===== src/rtl/mux8_rr_scheduler.sv =====
// Round-robin scheduler driving the select of an 8-to-1 mux, with a bounded
// burst per owner whenever another requester is waiting.
module mux8_rr_scheduler #(
  parameter int unsigned BURST = 4
) (
  input  logic       i_clk,
  input  logic       i_rst_n,
  input  logic [7:0] i_req,
  input  logic       i_ready,
  output logic [7:0] o_gnt,
  output logic [2:0] o_s,
  output logic       o_valid,
  output logic       o_owner_last
);

  typedef enum logic {IDLE, GRANT} state_t;

  localparam logic [3:0] LAST_CNT = 4'(BURST - 1);

  state_t     r_state;
  logic [7:0] r_gnt;
  logic [2:0] r_s;
  logic       r_valid;
  logic       r_ownerLast;
  logic [2:0] r_ptr;
  logic [3:0] r_cnt;

  logic       w_xfer;
  logic [7:0] w_others;
  logic       w_anyOther;
  logic       w_burstEnd;
  logic       w_release;
  logic [2:0] w_nextPtr;
  logic [3:0] w_idleScan;
  logic [3:0] w_handScan;

  // Returns {found, index} of the first set bit scanning start, start+1, ... mod 8.
  function automatic logic [3:0] scanFrom(input logic [7:0] req, input logic [2:0] start);
    logic       found;
    logic [2:0] idx;
    logic [2:0] cand;
    found = 1'b0;
    idx   = 3'd0;
    for (int i = 0; i < 8; i++) begin
      cand = start + 3'(i);
      if (!found && req[cand]) begin
        found = 1'b1;
        idx   = cand;
      end
    end
    return {found, idx};
  endfunction

  always_comb begin
    w_xfer     = r_valid & i_ready;
    w_others   = i_req & ~r_gnt;
    w_anyOther = |w_others;
    w_burstEnd = w_xfer && (r_cnt == LAST_CNT);
    w_release  = !i_req[r_s] || (w_burstEnd && w_anyOther);
    w_nextPtr  = r_s + 3'd1;
    w_idleScan = scanFrom(i_req, r_ptr);
    w_handScan = scanFrom(w_others, w_nextPtr);
  end

  // On release the owner is excluded from the handover scan, so a burst-limited
  // owner cannot immediately win again; a lone owner just restarts its count.
  always_ff @(posedge i_clk or negedge i_rst_n) begin
    if (!i_rst_n) begin
      r_state     <= IDLE;
      r_gnt       <= 8'd0;
      r_s         <= 3'd0;
      r_valid     <= 1'b0;
      r_ownerLast <= 1'b0;
      r_ptr       <= 3'd0;
      r_cnt       <= 4'd0;
    end else begin
      r_ownerLast <= (r_state == GRANT) && w_burstEnd && w_anyOther;
      case (r_state)
        IDLE: begin
          if (w_idleScan[3]) begin
            r_state <= GRANT;
            r_gnt   <= 8'b1 << w_idleScan[2:0];
            r_s     <= w_idleScan[2:0];
            r_valid <= 1'b1;
            r_cnt   <= 4'd0;
          end
        end
        GRANT: begin
          if (w_release) begin
            r_ptr <= w_nextPtr;
            r_cnt <= 4'd0;
            if (w_handScan[3]) begin
              r_gnt <= 8'b1 << w_handScan[2:0];
              r_s   <= w_handScan[2:0];
            end else begin
              r_state <= IDLE;
              r_gnt   <= 8'd0;
              r_s     <= 3'd0;
              r_valid <= 1'b0;
            end
          end else if (w_xfer) begin
            r_cnt <= w_burstEnd ? 4'd0 : r_cnt + 4'd1;
          end
        end
        default: r_state <= IDLE;
      endcase
    end
  end

  assign o_gnt        = r_gnt;
  assign o_s          = r_s;
  assign o_valid      = r_valid;
  assign o_owner_last = r_ownerLast;

endmodule


===== config.mk =====
export PLATFORM = sky130hd
export DESIGN_NAME = mux8_rr_scheduler
export DESIGN_NICKNAME = d
export VERILOG_FILES = /design/src/rtl/mux8_rr_scheduler.sv
export SDC_FILE = /design/constraint.sdc
export NUM_CORES = 1
export LEC_CHECK = 0
export BUFFER_PORTS_ARGS = -buffer_cell sky130_fd_sc_hd__buf_2
export CELL_PAD_IN_SITES_DETAIL_PLACEMENT = 0
export CELL_PAD_IN_SITES_GLOBAL_PLACEMENT = 2
export CORE_MARGIN = 4
export CORE_UTILIZATION = 24
export DETAILED_ROUTE_END_ITERATION = 10
export MAX_ROUTING_LAYER = met4
export PLACE_DENSITY_LB_ADDON = 0.05
export RECOVER_POWER = 100
export SKIP_LAST_GASP = 1
export SLEW_MARGIN = 30
export SYNTH_ARGS = -nofsm -noshare
export SYNTH_HDL_FRONTEND = slang
export SYNTH_SLANG_ARGS = --single-unit

===== constraint.sdc =====
create_clock -name i_clk -period 7.83 [get_ports i_clk]
set_input_delay 0.3915 -clock i_clk [delete_from_list [all_inputs] [get_ports i_clk]]
set_output_delay 0.3915 -clock i_clk [all_outputs]
set_load 0.005 [all_outputs]

======== Word-level counts from Yosys, hierarchy flattened ========
Index checks and enable logic that the tools add are counted.
word-level totals
  bits in registers ....................... 21
cells by class
  add/sub/neg operators ................... 16
  $lt $le $gt $ge ......................... 17
  equal/unequal tests ..................... 5
  shift operators ......................... 2
  mux-type cells .......................... 87
  bitwise operators ....................... 4
  reduce and logical (&&, ||, !) cells .... 39
operators by type and width
  cell                                                         count
  less-than comparator 3 x 4 -> 1 bit (second input constant)  17
  2-to-1 mux 3 bit                                             19
  binary-select mux 1 bit (select 3 bit)                       17
  2-to-1 mux 1 bit                                             39
  adder 3 bit (second input constant)                          8
  2-to-1 mux 8 bit                                             3
  logical AND 1 bit                                            18
  2-to-1 mux 4 bit                                             4
  case mux 8 bit (2 select lines)                              1
  left shift 1 x 3 -> 8 bit (first input constant)             2
  zero test 1 bit                                              15
  adder 3 x 2 -> 3 bit (second input constant)                 4
  adder 3 x 1 -> 3 bit (second input constant)                 3
  AND 8 bit                                                    1
  NOT 8 bit                                                    1
  case mux 4 bit (2 select lines)                              1
  OR reduction 8 bit                                           1
  case mux 3 bit (2 select lines)                              1
  AND reduction 2 bit                                          3
  adder 4 x 1 -> 4 bit (second input constant)                 1
  == test 4 x 2 -> 1 bit (second input constant)               1
  inequality test 2 bit (second input constant)                2
  case mux 1 bit (2 select lines)                              2
  inequality test 3 x 1 -> 1 bit (second input constant)       1
  5 further kinds                                              5

======== Depth between registers and ports, before layout ========
  word-level depth ........................ 30
  depth in mapped cells ................... 13
  mapped depth without buffers ............ 11

======== Least setup slack after synthesis ========
Ideal clock, no wire load.
  path kind ............................... register -> register
  from .................................... register r_ptr[1]
  to ...................................... register r_gnt[0] (netlist: o_gnt[0])
  library setup time ...................... 0.126 ns
  data arrival time ....................... 3.484 ns
  required time ........................... 7.704 ns
  setup slack ............................. 4.220 ns
  cell stages (with the launch flop) ...... 12
  buffers on the path ..................... 2
  period minus slack after synthesis ...... 3.610 ns
  cells stage by stage .................... dfrtp_1 > buf_2 > inv_1 > ha_1 > buf_6 > mux4_2 > or4_4 > or3_4 > or3_4 > nand2_4 > nor3_2 > a221o_1
on the way
  longest elaborated chain between the ends .. 27
ends and longest elaborated chain
  item                                                                           line  source
  start, declared                                                                25    logic [2:0] r_ptr;
  start signal, assigned                                                         90    r_ptr <= w_nextPtr;
  parallel branches: the longest is 27 deep, another holds adder 3 x 1 -> 3 bit  --
  end signal, assigned                                                           82    r_gnt <= 8'b1 << w_idleScan[2:0];
  end signal, assigned                                                           93    r_gnt <= 8'b1 << w_handScan[2:0];
  end, declared                                                                  21    logic [7:0] r_gnt;
Several ways; the timed one is not identified. The select of a mux whose other input is x is not followed.
A chain may end at the register's enable or synchronous reset.

======== Worst setup path after layout ========
  from .................................... register r_s[0] (netlist: o_s[0])
  to ...................................... register r_gnt[0] (netlist: o_gnt[0])
on the way
  longest elaborated chain between the ends .. 29
ends and longest elaborated chain
  item                                                                           line  source
  start, declared                                                                22    logic [2:0] r_s;
  start signal, assigned                                                         83    r_s <= w_idleScan[2:0];
  start signal, assigned                                                         94    r_s <= w_handScan[2:0];
  adder 3 x 1 -> 3 bit *                                                         60    w_nextPtr = r_s + 3'd1;
  named net w_nextPtr[0]                                                         33    logic [2:0] w_nextPtr;
  parallel branches: the longest is 25 deep, another holds adder 3 x 1 -> 3 bit  --
  2-to-1 mux 8 bit *                                                             92    if (w_handScan[3]) begin
  2-to-1 mux 8 bit *                                                             89    if (w_release) begin
  case mux 8 bit (2 select lines) *                                              78    case (r_state)
Mark *: on every way through the listed nets, which the timed path passes. The select of a mux whose other input is x is not followed.

==> metrics.txt <==
CP Class reg -> reg; Ys Warns 0; met3 Track Usage GR 1.178%; final number of max-transition violations 0; postcts setup bufs 0; Final setup viols 0; kind of cell adding the most delay to the critical path buffers and inverters; run status finished clean; RSZ-0062 raised after global routing false; RR Startpoint o_s[0]$_DFFE_PN0P_; gr ovfl total 0; Die ar. 0.01442 mm^2; final cell count without fillers 506; Synth Register Bits 21; path depth of the worst reg2reg path 11; clock transition at the registers of the reported paths 0.06 ns; met2 Track Usage GR 23.18%; GP Congestion 0.7778; Final Skew 0.005534 ns; htree depth 1; cts hold-fix bufs 0; f_max 0.1722 GHz; syn avg cell area 9.106 um^2; Hold WS 0.3918 ns; ys flop type dfrtp_1; Worst setup EP type flip-flop; post-CTS resize count 0; final hold vios 0; Worst Tran Pin Value 1.275 ns; Worst path depth 11; R2R Setup Slk 2.02 ns; Iter 0 DRT Violations 155; Worst Setup EP o_gnt[0]$_DFFE_PN0P_; CP Launch Point o_s[0]$_DFFE_PN0P_; Clock Latency Late Sink 0.26 ns; HP Class in -> async; crit share post-route 74.16%; area of the multi-input gates 0.002320 mm^2; Root Driver clkbuf_16; Sum Neg Setup Slack 0 ns; post-route ant nets 0; critical path's largest stage delay 0.92 ns; Worst slew margin 14.97%; Fill cells 1,310; global routing's busiest layer met1; Area contributors post-synth mux4_2, dfrtp_1, mux2i_1; Critical-path top delay cell clkbuf_1; dpl cells 502; core area 0.01216 mm^2; vias in the first global route 2,875; Synth cell types 74; dpl hpwl 8057 um; Layout area overhead 9.174%; leading cell types by count after synthesis nand2_1, mux4_2, dfrtp_1, nor2_1, a21oi_1; Antenna Diode Count 0; gr usage total 15.52%; Register Area 525.5 um^2; Top-Level Pins 24; DR vias/cell 5.565; CP Launch Type flip-flop; layout cells sized above 1 19.23%; area leader, netlist mux4_2; CTS tree done; Post-synth EDFFs 0; row cnt 40; PortBufs 23; post-synthesis async set-or-reset flop share 100.0%; first-pass detailed-route iteration total 4; Max Cap Violations 0; Syn Inst Count 331; top-count cell post-synth nand2_1; CP arrival 5.95 ns; DR vias 2,816; fin crit period 5.806 ns; critical-path cell list clkbuf_1 -> inv_1 -> ha_1 -> mux4_2 -> mux2i_1 -> nand4_1 -> o21ai_0 -> nand3_1 -> nand2_1 -> nor3_2 -> a221o_1; initial antenna violation count 0; Seq/Total Area, Yosys 17.43%; CP Max Fanout 27; WL/cell 21.22 um; first-pass GRT wire length 17,280 um; net count of the mapped netlist 347; starting density of the core 24.78%; CP bufs+invs 2; CP required 7.97 ns; largest net degree at the start of global routing 28; Die X 120.1 um; post-synth top area share 17.93%; Routed WL 10,740 um; DRC 0; Global Route met1 Usage 23.56%; Post-Syn Area 0.003014 mm^2; final design utilization 27.06%; Critical R2R Capture o_gnt[0]$_DFFE_PN0P_; Die H 120.1 um; Longest Clk Path Bufs 2; Sink Count 21; Num CTS Buffers 3; nets 355
[state kept, by name, indices dropped and copies added (netlist names)]
| name | flops |
|---|---|
| o_gnt | 8 |
| r_cnt | 4 |
| o_owner_last | 1 |
| r_ptr | 3 |
| o_s | 3 |
| r_state | 1 |
| o_valid | 1 |
[worst reg2reg max path, cell delays in order, from the launching register on]
cell	delay (ns)
dfrtp_1	0.32
clkbuf_1	0.92
inv_1	0.40
ha_1	0.91
mux4_2	0.70
mux2i_1	0.41
nand4_1	0.32
o21ai_0	0.49
nand3_1	0.25
nand2_1	0.48
nor3_2	0.14
a221o_1	0.35
[cell usage in the layout, fill, tap and decap left out, types with 3 or more instances in the layout]
| cell type | Yosys | routed |
|---|---|---|
| nor3_1 | 13 | 13 |
| and3b_1 | 3 | 3 |
| clkbuf_1 | 10 | 10 |
| o21ai_0 | 12 | 15 |
| nor3_2 | 3 | 3 |
| mux2i_1 | 11 | 11 |
| nor4_1 | 4 | 4 |
| or2_1 | 3 | 3 |
| mux2_2 | 6 | 6 |
| o221ai_1 | 4 | 4 |
| nor3b_1 | 4 | 4 |
| dfrtp_1 | 21 | 21 |
| a211oi_1 | 5 | 5 |
| a21oi_1 | 16 | 16 |
| nor2b_1 | 12 | 12 |
| mux4_2 | 24 | 24 |
| xor2_1 | 3 | 3 |
| a22o_1 | 4 | 4 |
| nor2_1 | 18 | 18 |
| clkbuf_16 | 0 | 3 |
| nand2b_1 | 10 | 10 |
| nand2_1 | 27 | 28 |
| and2_1 | 4 | 4 |
| inv_1 | 11 | 11 |
| buf_2 | 5 | 14 |
| nand3_1 | 12 | 12 |
| a221o_1 | 4 | 4 |
| a32oi_1 | 7 | 7 |
| ha_1 | 5 | 5 |
[per-stage QoR]
step | worst slack [ns] | instance area (um^2)
2_1_floorplan | 4.220 | 3014
3_3_place_gp | 3.108 | 3234
3_5_place_dp | 3.111 | 3234
4_1_cts | 3.093 | 3313
5_1_grt | 1.407 | 3291
6_report | 2.024 | 3291
[layout make-up]
cell class                 instances  share of cell area [%]
timing repair buffer              24                   3.270
clock buffer                       4                   2.395
multi-input combinational        276                   70.49
inverter                          13                   1.483
tap                              168                   6.388
sequential                        21                   15.97
[kinds of logic (layout without fill, tap and decap cells)]
kind of cell | count (synthesis) | count (layout) | share of synthesized area [%]
AO/OA/AOI/OAI | 89 | 89 | 21.71
XOR/XNOR | 7 | 7 | 3.280
adder cells (fa/ha/maj) | 5 | 5 | 2.076
buffers and inverters | 34 | 41 | 5.355
flip-flops | 21 | 21 | 17.43
multiplexers | 43 | 43 | 25.45
AND/OR/NAND/NOR | 132 | 132 | 24.70
[worst min-delay path by stage]
stage | start | end | slack, ns | depth (start not counted)
3_5_place_dp | i_rst_n | o_gnt[3]$_DFFE_PN0P_ | 0.40 | 1
6_report | i_rst_n | o_gnt[7]$_DFFE_PN0P_ | 0.39 | 1
5_1_grt | i_rst_n | o_gnt[1]$_DFFE_PN0P_ | 0.49 | 1
2_1_floorplan | i_rst_n | o_gnt[0]$_DFFE_PN0P_ | 0.1 | 0
4_1_cts | i_rst_n | o_gnt[7]$_DFFE_PN0P_ | 0.13 | 1
3_3_place_gp | i_rst_n | o_gnt[1]$_DFFE_PN0P_ | 0.40 | 1
[layer usage]
layer,vias to the layer above,wire length (um)
met4,0,70
met3,7,485
met1,1426,5365
met5,-,0
met2,69,4816
li1,1314,-
Power is not shown: default switching activity piles up to over one toggle a cycle in this logic, so the estimate is an artifact.
